<file path="src/rtl/cdm16_err_stats.sv">
// Error statistics collector for a 16x16 carry-disregard multiplier: compares each
// returned product R against the exact A*B and accumulates sum, count and max of |error|.
module cdm16_err_stats #(
  parameter int CNT_W = 16,
  parameter int ACC_W = 48
) (
  input  logic             clk,
  input  logic             rst,
  input  logic             start,
  input  logic [CNT_W-1:0] target,
  input  logic             in_valid,
  output logic             in_ready,
  input  logic [15:0]      A,
  input  logic [15:0]      B,
  input  logic [31:0]      R,
  output logic             busy,
  output logic             done,
  output logic [ACC_W-1:0] err_sum,
  output logic [CNT_W-1:0] err_cnt,
  output logic [31:0]      max_err
);

  typedef enum logic [1:0] {S_IDLE, S_RUN, S_DRAIN, S_DONE} state_e;

  state_e           state_q,    state_d;
  logic [CNT_W-1:0] target_q,   target_d;
  logic [CNT_W-1:0] acc_cnt_q,  acc_cnt_d;
  logic             s1_valid_q, s1_valid_d;
  logic [31:0]      s1_prod_q,  s1_prod_d;
  logic [31:0]      s1_r_q,     s1_r_d;
  logic             s2_valid_q, s2_valid_d;
  logic [31:0]      s2_diff_q,  s2_diff_d;
  logic [ACC_W-1:0] err_sum_q,  err_sum_d;
  logic [CNT_W-1:0] err_cnt_q,  err_cnt_d;
  logic [31:0]      max_err_q,  max_err_d;

  logic             accept;
  logic [ACC_W:0]   sum_wide;

  assign in_ready = (state_q == S_RUN) && (acc_cnt_q < target_q);
  assign accept   = in_valid && in_ready;

  always_comb begin
    // NOTE: every signal written here gets a default first so no path can infer a latch.
    state_d    = state_q;
    target_d   = target_q;
    acc_cnt_d  = acc_cnt_q;
    s1_valid_d = accept;
    s1_prod_d  = s1_prod_q;
    s1_r_d     = s1_r_q;
    s2_valid_d = s1_valid_q;
    s2_diff_d  = s2_diff_q;
    err_sum_d  = err_sum_q;
    err_cnt_d  = err_cnt_q;
    max_err_d  = max_err_q;
    sum_wide   = {1'b0, err_sum_q} + {{(ACC_W-31){1'b0}}, s2_diff_q};

    if (accept) begin
      s1_prod_d = {16'h0000, A} * {16'h0000, B};
      s1_r_d    = R;
      acc_cnt_d = acc_cnt_q + CNT_W'(1);
    end

    // Subtract in whichever order keeps the result non-negative; R may exceed the exact product.
    if (s1_valid_q) begin
      s2_diff_d = (s1_prod_q >= s1_r_q) ? (s1_prod_q - s1_r_q) : (s1_r_q - s1_prod_q);
    end

    if (s2_valid_q) begin
      err_sum_d = sum_wide[ACC_W] ? '1 : sum_wide[ACC_W-1:0];
      if ((s2_diff_q != '0) && (err_cnt_q != '1)) begin
        err_cnt_d = err_cnt_q + CNT_W'(1);
      end
      if (s2_diff_q > max_err_q) begin
        max_err_d = s2_diff_q;
      end
    end

    unique case (state_q)
      S_IDLE, S_DONE: begin
        if (start) begin
          target_d  = target;
          acc_cnt_d = '0;
          err_sum_d = '0;
          err_cnt_d = '0;
          max_err_d = '0;
          state_d   = (target == '0) ? S_DONE : S_RUN;
        end
      end
      S_RUN: begin
        if (accept && (acc_cnt_d == target_q)) begin
          state_d = S_DRAIN;
        end
      end
      S_DRAIN: begin
        if (!s1_valid_q && !s2_valid_q) begin
          state_d = S_DONE;
        end
      end
      default: state_d = S_IDLE;
    endcase
  end

  always_ff @(posedge clk) begin
    // NOTE: state registers use non-blocking assignment so every flop samples pre-edge values.
    if (rst) begin
      state_q    <= S_IDLE;
      target_q   <= '0;
      acc_cnt_q  <= '0;
      s1_valid_q <= 1'b0;
      s1_prod_q  <= '0;
      s1_r_q     <= '0;
      s2_valid_q <= 1'b0;
      s2_diff_q  <= '0;
      err_sum_q  <= '0;
      err_cnt_q  <= '0;
      max_err_q  <= '0;
    end else begin
      state_q    <= state_d;
      target_q   <= target_d;
      acc_cnt_q  <= acc_cnt_d;
      s1_valid_q <= s1_valid_d;
      s1_prod_q  <= s1_prod_d;
      s1_r_q     <= s1_r_d;
      s2_valid_q <= s2_valid_d;
      s2_diff_q  <= s2_diff_d;
      err_sum_q  <= err_sum_d;
      err_cnt_q  <= err_cnt_d;
      max_err_q  <= max_err_d;
    end
  end

  assign busy    = (state_q == S_RUN) || (state_q == S_DRAIN);
  assign done    = (state_q == S_DONE);
  assign err_sum = err_sum_q;
  assign err_cnt = err_cnt_q;
  assign max_err = max_err_q;

endmodule
</file>
<file path="config.mk">
export PLATFORM = sky130hd
export DESIGN_NAME = cdm16_err_stats
export DESIGN_NICKNAME = d
export VERILOG_FILES = /design/src/rtl/cdm16_err_stats.sv
export SDC_FILE = /design/constraint.sdc
export NUM_CORES = 1
export LEC_CHECK = 0
export CAP_MARGIN = 0
export CELL_PAD_IN_SITES_DETAIL_PLACEMENT = 1
export CELL_PAD_IN_SITES_GLOBAL_PLACEMENT = 2
export CORE_MARGIN = 2
export CORE_UTILIZATION = 30
export CTS_CLUSTER_SIZE = 40
export DETAILED_ROUTE_END_ITERATION = 8
export PLACE_DENSITY = 0.69
export SLEW_MARGIN = 10
export SYNTH_ARGS = -nofsm -noshare
export SYNTH_HDL_FRONTEND = slang
export SYNTH_SLANG_ARGS = --single-unit
</file>
<file path="constraint.sdc">
create_clock -name clk -period 7.85 [get_ports clk]
set_input_delay 0.785 -clock clk [delete_from_list [all_inputs] [get_ports clk]]
set_output_delay 0.785 -clock clk [all_outputs]
set_load 0.02 [all_outputs]
</file>
# ---- After elaboration in Yosys (flattened, before gate mapping)
# Index checks and enable logic that the tools add are counted.
dict set report op_classes {
  muxes 21
  n_eq_ne 8
  reduce_logical 14
  addsub 5
  magnitude_cmp 3
  div_mod_pow 0
  n_shift 0
  multipliers 1
  bitwise 0
}
# op count
set op_table {}
lappend op_table {{2-to-1 mux 48 bit} 4}
lappend op_table {{2-to-1 mux 32 bit} 5}
lappend op_table {{2-to-1 mux 16 bit} 7}
lappend op_table {{subtractor 32 bit} 2}
lappend op_table {{adder 48 x 32 -> 49 bit} 1}
lappend op_table {{adder 16 x 1 -> 16 bit, second input constant} 2}
lappend op_table {{greater-or-equal comparator 32 bit} 1}
lappend op_table {{greater-than comparator 32 bit} 1}
lappend op_table {{multiplier 16 x 16 -> 32 bit} 1}
lappend op_table {{nonzero test 32 bit} 1}
lappend op_table {{equality test 16 bit} 1}
lappend op_table {{logical NOT 16 bit} 1}
lappend op_table {{< comparator 16 bit} 1}
lappend op_table {{inequality test 16 bit, second input constant} 1}
lappend op_table {{2-to-1 mux 2 bit} 4}
lappend op_table {{case mux 2 bit (3 select lines)} 1}
lappend op_table {{logical AND 1 bit} 5}
lappend op_table {{equality test 2 bit, second input constant} 2}
lappend op_table {{inequality test 2 bit, second input constant} 2}
lappend op_table {{AND reduction 3 bit} 1}
lappend op_table {{equality test 2 x 1 -> 1 bit, second input constant} 1}
lappend op_table {{logical NOT 1 bit} 2}
lappend op_table {{logical NOT 2 bit} 1}
lappend op_table {{inequality test 2 x 1 -> 1 bit, second input constant} 1}
lappend op_table {{3 further kinds} 3}
dict set report totals {
  latchBits 0
  ram_bits 0
  memories 0
  input_bits 84
  register_bits 228
  mem_bits_ro 0
  output_inout_bits 99
}

# ---- Longest topological paths before layout
dict set report logic_depth {
  word_depth 8
  ltp_mapped 25
}

# ---- Worst setup path after synthesis
# OpenSTA, ideal clock, no wires.
dict set report synth_path {
  path_kind {input to register}
  from {input port B[1]}
  to {register s1_prod_q[30]}
  n_path_buf 1
  t_required_ns 7.755
  cell_stages 22
  setup_time_ns 0.095
  path_slack_ns 1.131
  arrival_ns 6.623
  cell_sequence {clkbuf_1 > nand2_1 > fa_1 > fa_1 > fa_1 > fa_1 > inv_1 > fa_1 > inv_1 > fa_1 > inv_1 > ha_1 > a21o_1 > a21o_1 > a21oi_1 > o31a_1 > o21bai_1 > a221o_1 > a31oi_1 > o21ai_1 > or4b_1 > o311ai_1}
}
dict set report synth_via {
  elab_chain_cells 1
}
# item line
set synth_lines {}
lappend synth_lines {{start: declaration} 14} ;# input logic [15:0] B,
lappend synth_lines {{multiplier 16 x 16 -> 32 bit} 59} ;# s1_prod_d = {16'h0000, A} * {16'h0000, B};
lappend synth_lines {{end signal: assignment} 123} ;# s1_prod_q <= s1_prod_d;
lappend synth_lines {{end: declaration} 29} ;# logic [31:0] s1_prod_q, s1_prod_d;
# No other way between the ends.
# A chain may end at the register's enable or synchronous reset.

# ---- Worst setup path after layout
dict set report layout_path {
  from {input port A[7]}
  to {register s1_prod_q[31]}
}
dict set report layout_via {
  elab_chain_cells 1
}
# item line
set layout_lines {}
lappend layout_lines {{start: declaration} 13} ;# input logic [15:0] A,
lappend layout_lines {{multiplier 16 x 16 -> 32 bit} 59}
# No other way between the ends.

==> metrics.txt <==
RSZ-0062 raised after global routing=no; ant diodes=0; maximum net fanout on the critical path=8; layout net count=3593; Clock transition at path regs=0.06 ns; post-synth top area share=19.1%; buffer count from post-CTS setup fixing=0; synthesized area=23900 µm²; Comb pwr share=77.4%; leading cell type by number of instances after synthesis=inv_1; initial antenna violation count=0; PortBufs=182; PD cells=453 nW/µm²; Routed WL=76100 µm; # DRC=0; vias in the first global route=22200; Max-Cap Viols=0; register-to-register setup slack=3.61 ns; gr usage total=18.4%; P_int=5.99 mW; CP arrival=7.66 ns; Worst Skew=0.0162 ns; hold path startpoint=rst; Core Region=79000 µm²; vias per inst=4.99; first-pass GRT wire length=123000 µm; CTS max path bufs=3; Finished Layout Cells=4129; placed insts=4081; syn avg cell area=8.17 µm²; layout cells sized above 1=4.35%; Hold Fails Final Rpt=0; ys async rst share=0%; top cells by count, synth=inv_1, nand2_1, a21oi_1, ha_1, dfxtp_1; pre-CTS setup slack=-0.00311 ns; H-tree depth=1; clock sink count=228; Unique masters post-synth=95; ys flop type=dfxtp_1; hold endpoint=target_q[14]; Slowest-stage cell, CP=clkdlybuf4s50_1; row count=103; switching part of the total=52.6%; Net Switching=6.65 mW; Final Cell Area=27900 µm²; Clock Latency Late Sink=0.56 ns; Starting DRT DRC Count=671; hold_buf cts=0; EDFF count, synth=0; Final Max Slew Viols=0; Design Power=12.6 mW; Worst Tran Pin Value=1.01 ns; cells after synthesis=2932; CTS root buf=clkbuf_16; Initial Util=30.3%; leading area contributor after synthesis=dfxtp_1; CP max stage delay=0.70 ns; reg2reg end=err_sum[39]; FMAX=0.138 GHz; Reg power frac=11.6%; slack of the critical path=0.612 ns; P_leak=12.4 nW; WL per Instance=18.4 µm; flops & latches, synth=228; largest net degree at the start of global routing=74; setup violation total in the final timing report=0; Post-DP HPWL=63000 µm; CP Class=input pin to flip-flop; post-synth net total=3465; Die Area=82100 µm²; Min Clock Period, post-route=7.24 ns; antenna-violating nets left=0; status=finished clean; drt first pass iters=5; CP most frequent cell=fa_1; Die Y=287 µm; hold depth=2; Tcrit/Tclk final=92.2%; Slew Limit Headroom=32.4%; top cells by area, synth=dfxtp_1, fa_1, ha_1, inv_1, nand2_1; VDD IR max=0.000421 V; R2R Path Start=s2_diff_q[0]; Crit. End Element=flip-flop; # resized after CTS=0; worst min-delay path class=input pin to flip-flop; DP Area=26900 µm²; grt ovf=0; Area growth syn-to-layout=16.4%; sequential-to-total area share from yosys stat=19.1%; Worst setup SP type=input pin; Reg2Reg Depth=13; tightest hold margin=0.451 ns; IO Count=183; Num CTS Buffers=27; critical path required time=8.27 ns; Synth warnings=0; die extent in x=287 µm; Clock Power Share=11.1%; Placer Congestion=0.880; vias after detailed routing=20600; CTS tree=yes
## through the flow
stage	utilization [%]	setup TNS, ns
finish	35.3	0
CTS	35.3	0
floorplan	-	0
detailed placement	34.0	-0.00311
global placement	34.0	0
global route	35.3	0
## cells in the final DEF, fill, tap and decap left out, types with 12 or more instances in the layout
cell,count
a21o_1,71
a31oi_1,26
nor2_1,154
a211oi_1,32
nand3_1,41
nand2_1,362
and2_1,141
nor3_1,34
and3_1,26
clkdlybuf4s50_1,181
xor2_1,51
dfxtp_1,227
clkbuf_16,27
nand4_1,27
o21bai_1,27
mux2i_1,47
o21ai_0,101
fa_1,197
o21a_1,16
xnor2_1,71
buf_4,47
inv_1,379
nor2b_1,17
nor3b_1,13
a21boi_0,12
nor4_1,22
nand2b_1,29
ha_1,252
a21oi_1,256
## how the worst max path moves through the flow
stage | startpoint | endpoint | slack, ns | cells past startpoint
6_report | A[7] | s1_prod_q[31] | 0.61 | 25
5_1_grt | A[7] | s1_prod_q[31] | 0.20 | 25
4_1_cts | A[7] | s1_prod_q[31] | 0.59 | 25
3_5_place_dp | A[7] | s1_prod_q[31] | -0.003 | 25
3_3_place_gp | A[7] | s1_prod_q[31] | 0.26 | 25
2_1_floorplan | B[1] | s1_prod_q[30] | 1.13 | 22
## state kept, by name, summed over array words and instances (netlist names)
name / flops
acc_cnt_q: 16
err_cnt: 16
err_sum: 48
max_err: 32
s1_prod_q: 32
s1_r_q: 32
s1_valid_q: 1
s2_diff_q: 32
s2_valid_q: 1
state_q: 2
target_q: 16
## cells by family after synthesis
kind of cell | count (synthesis) | synth area share (%)
flip-flops | 228 | 19.1
AND/OR/NAND/NOR | 923 | 18.8
XOR/XNOR | 125 | 4.74
buffers and inverters | 508 | 8.31
AO/OA/AOI/OAI | 652 | 17.5
adder cells (fa/ha/maj) | 449 | 29.6
multiplexers | 47 | 1.96
## area by class of cell
class | count | area [µm²]
flip-flops and latches | 228 | 4570
inverters | 379 | 1420
fillers | 9360 | 51100
well taps | 1050 | 1310
clock inverters | 12 | 195
multi-input cells | 2196 | 17400
repair buffers | 228 | 2160
clock buffers | 36 | 790
## power by group through the flow
stage               Combinational [mW]  Clock (mW)  Sequential (mW)
floorplan                         7.20           0             1.42
global placement                  9.62           0             1.48
detailed placement                9.80           0             1.49
CTS                               9.85        1.45             1.47
global route                      10.9        1.50             1.48
finish                            9.77        1.40             1.46
## metal layers
layer  vias up  global-route usage [%]  routed length [µm]
li1      10100                       -                   -
met1     10200                    23.8               35000
met2       279                    33.1               37500
met3        97                    1.24                1730
met4         0                    4.80                1880
met5         -                       0                   0
## critical path: cells and delay by family
kind            cells  cell delay (ns)
fa+ha+maj           7             3.37
compound gates     10             2.22
buf+inv             7             1.19
simple gates        1             0.08
Power figures use the tool's default switching activity.
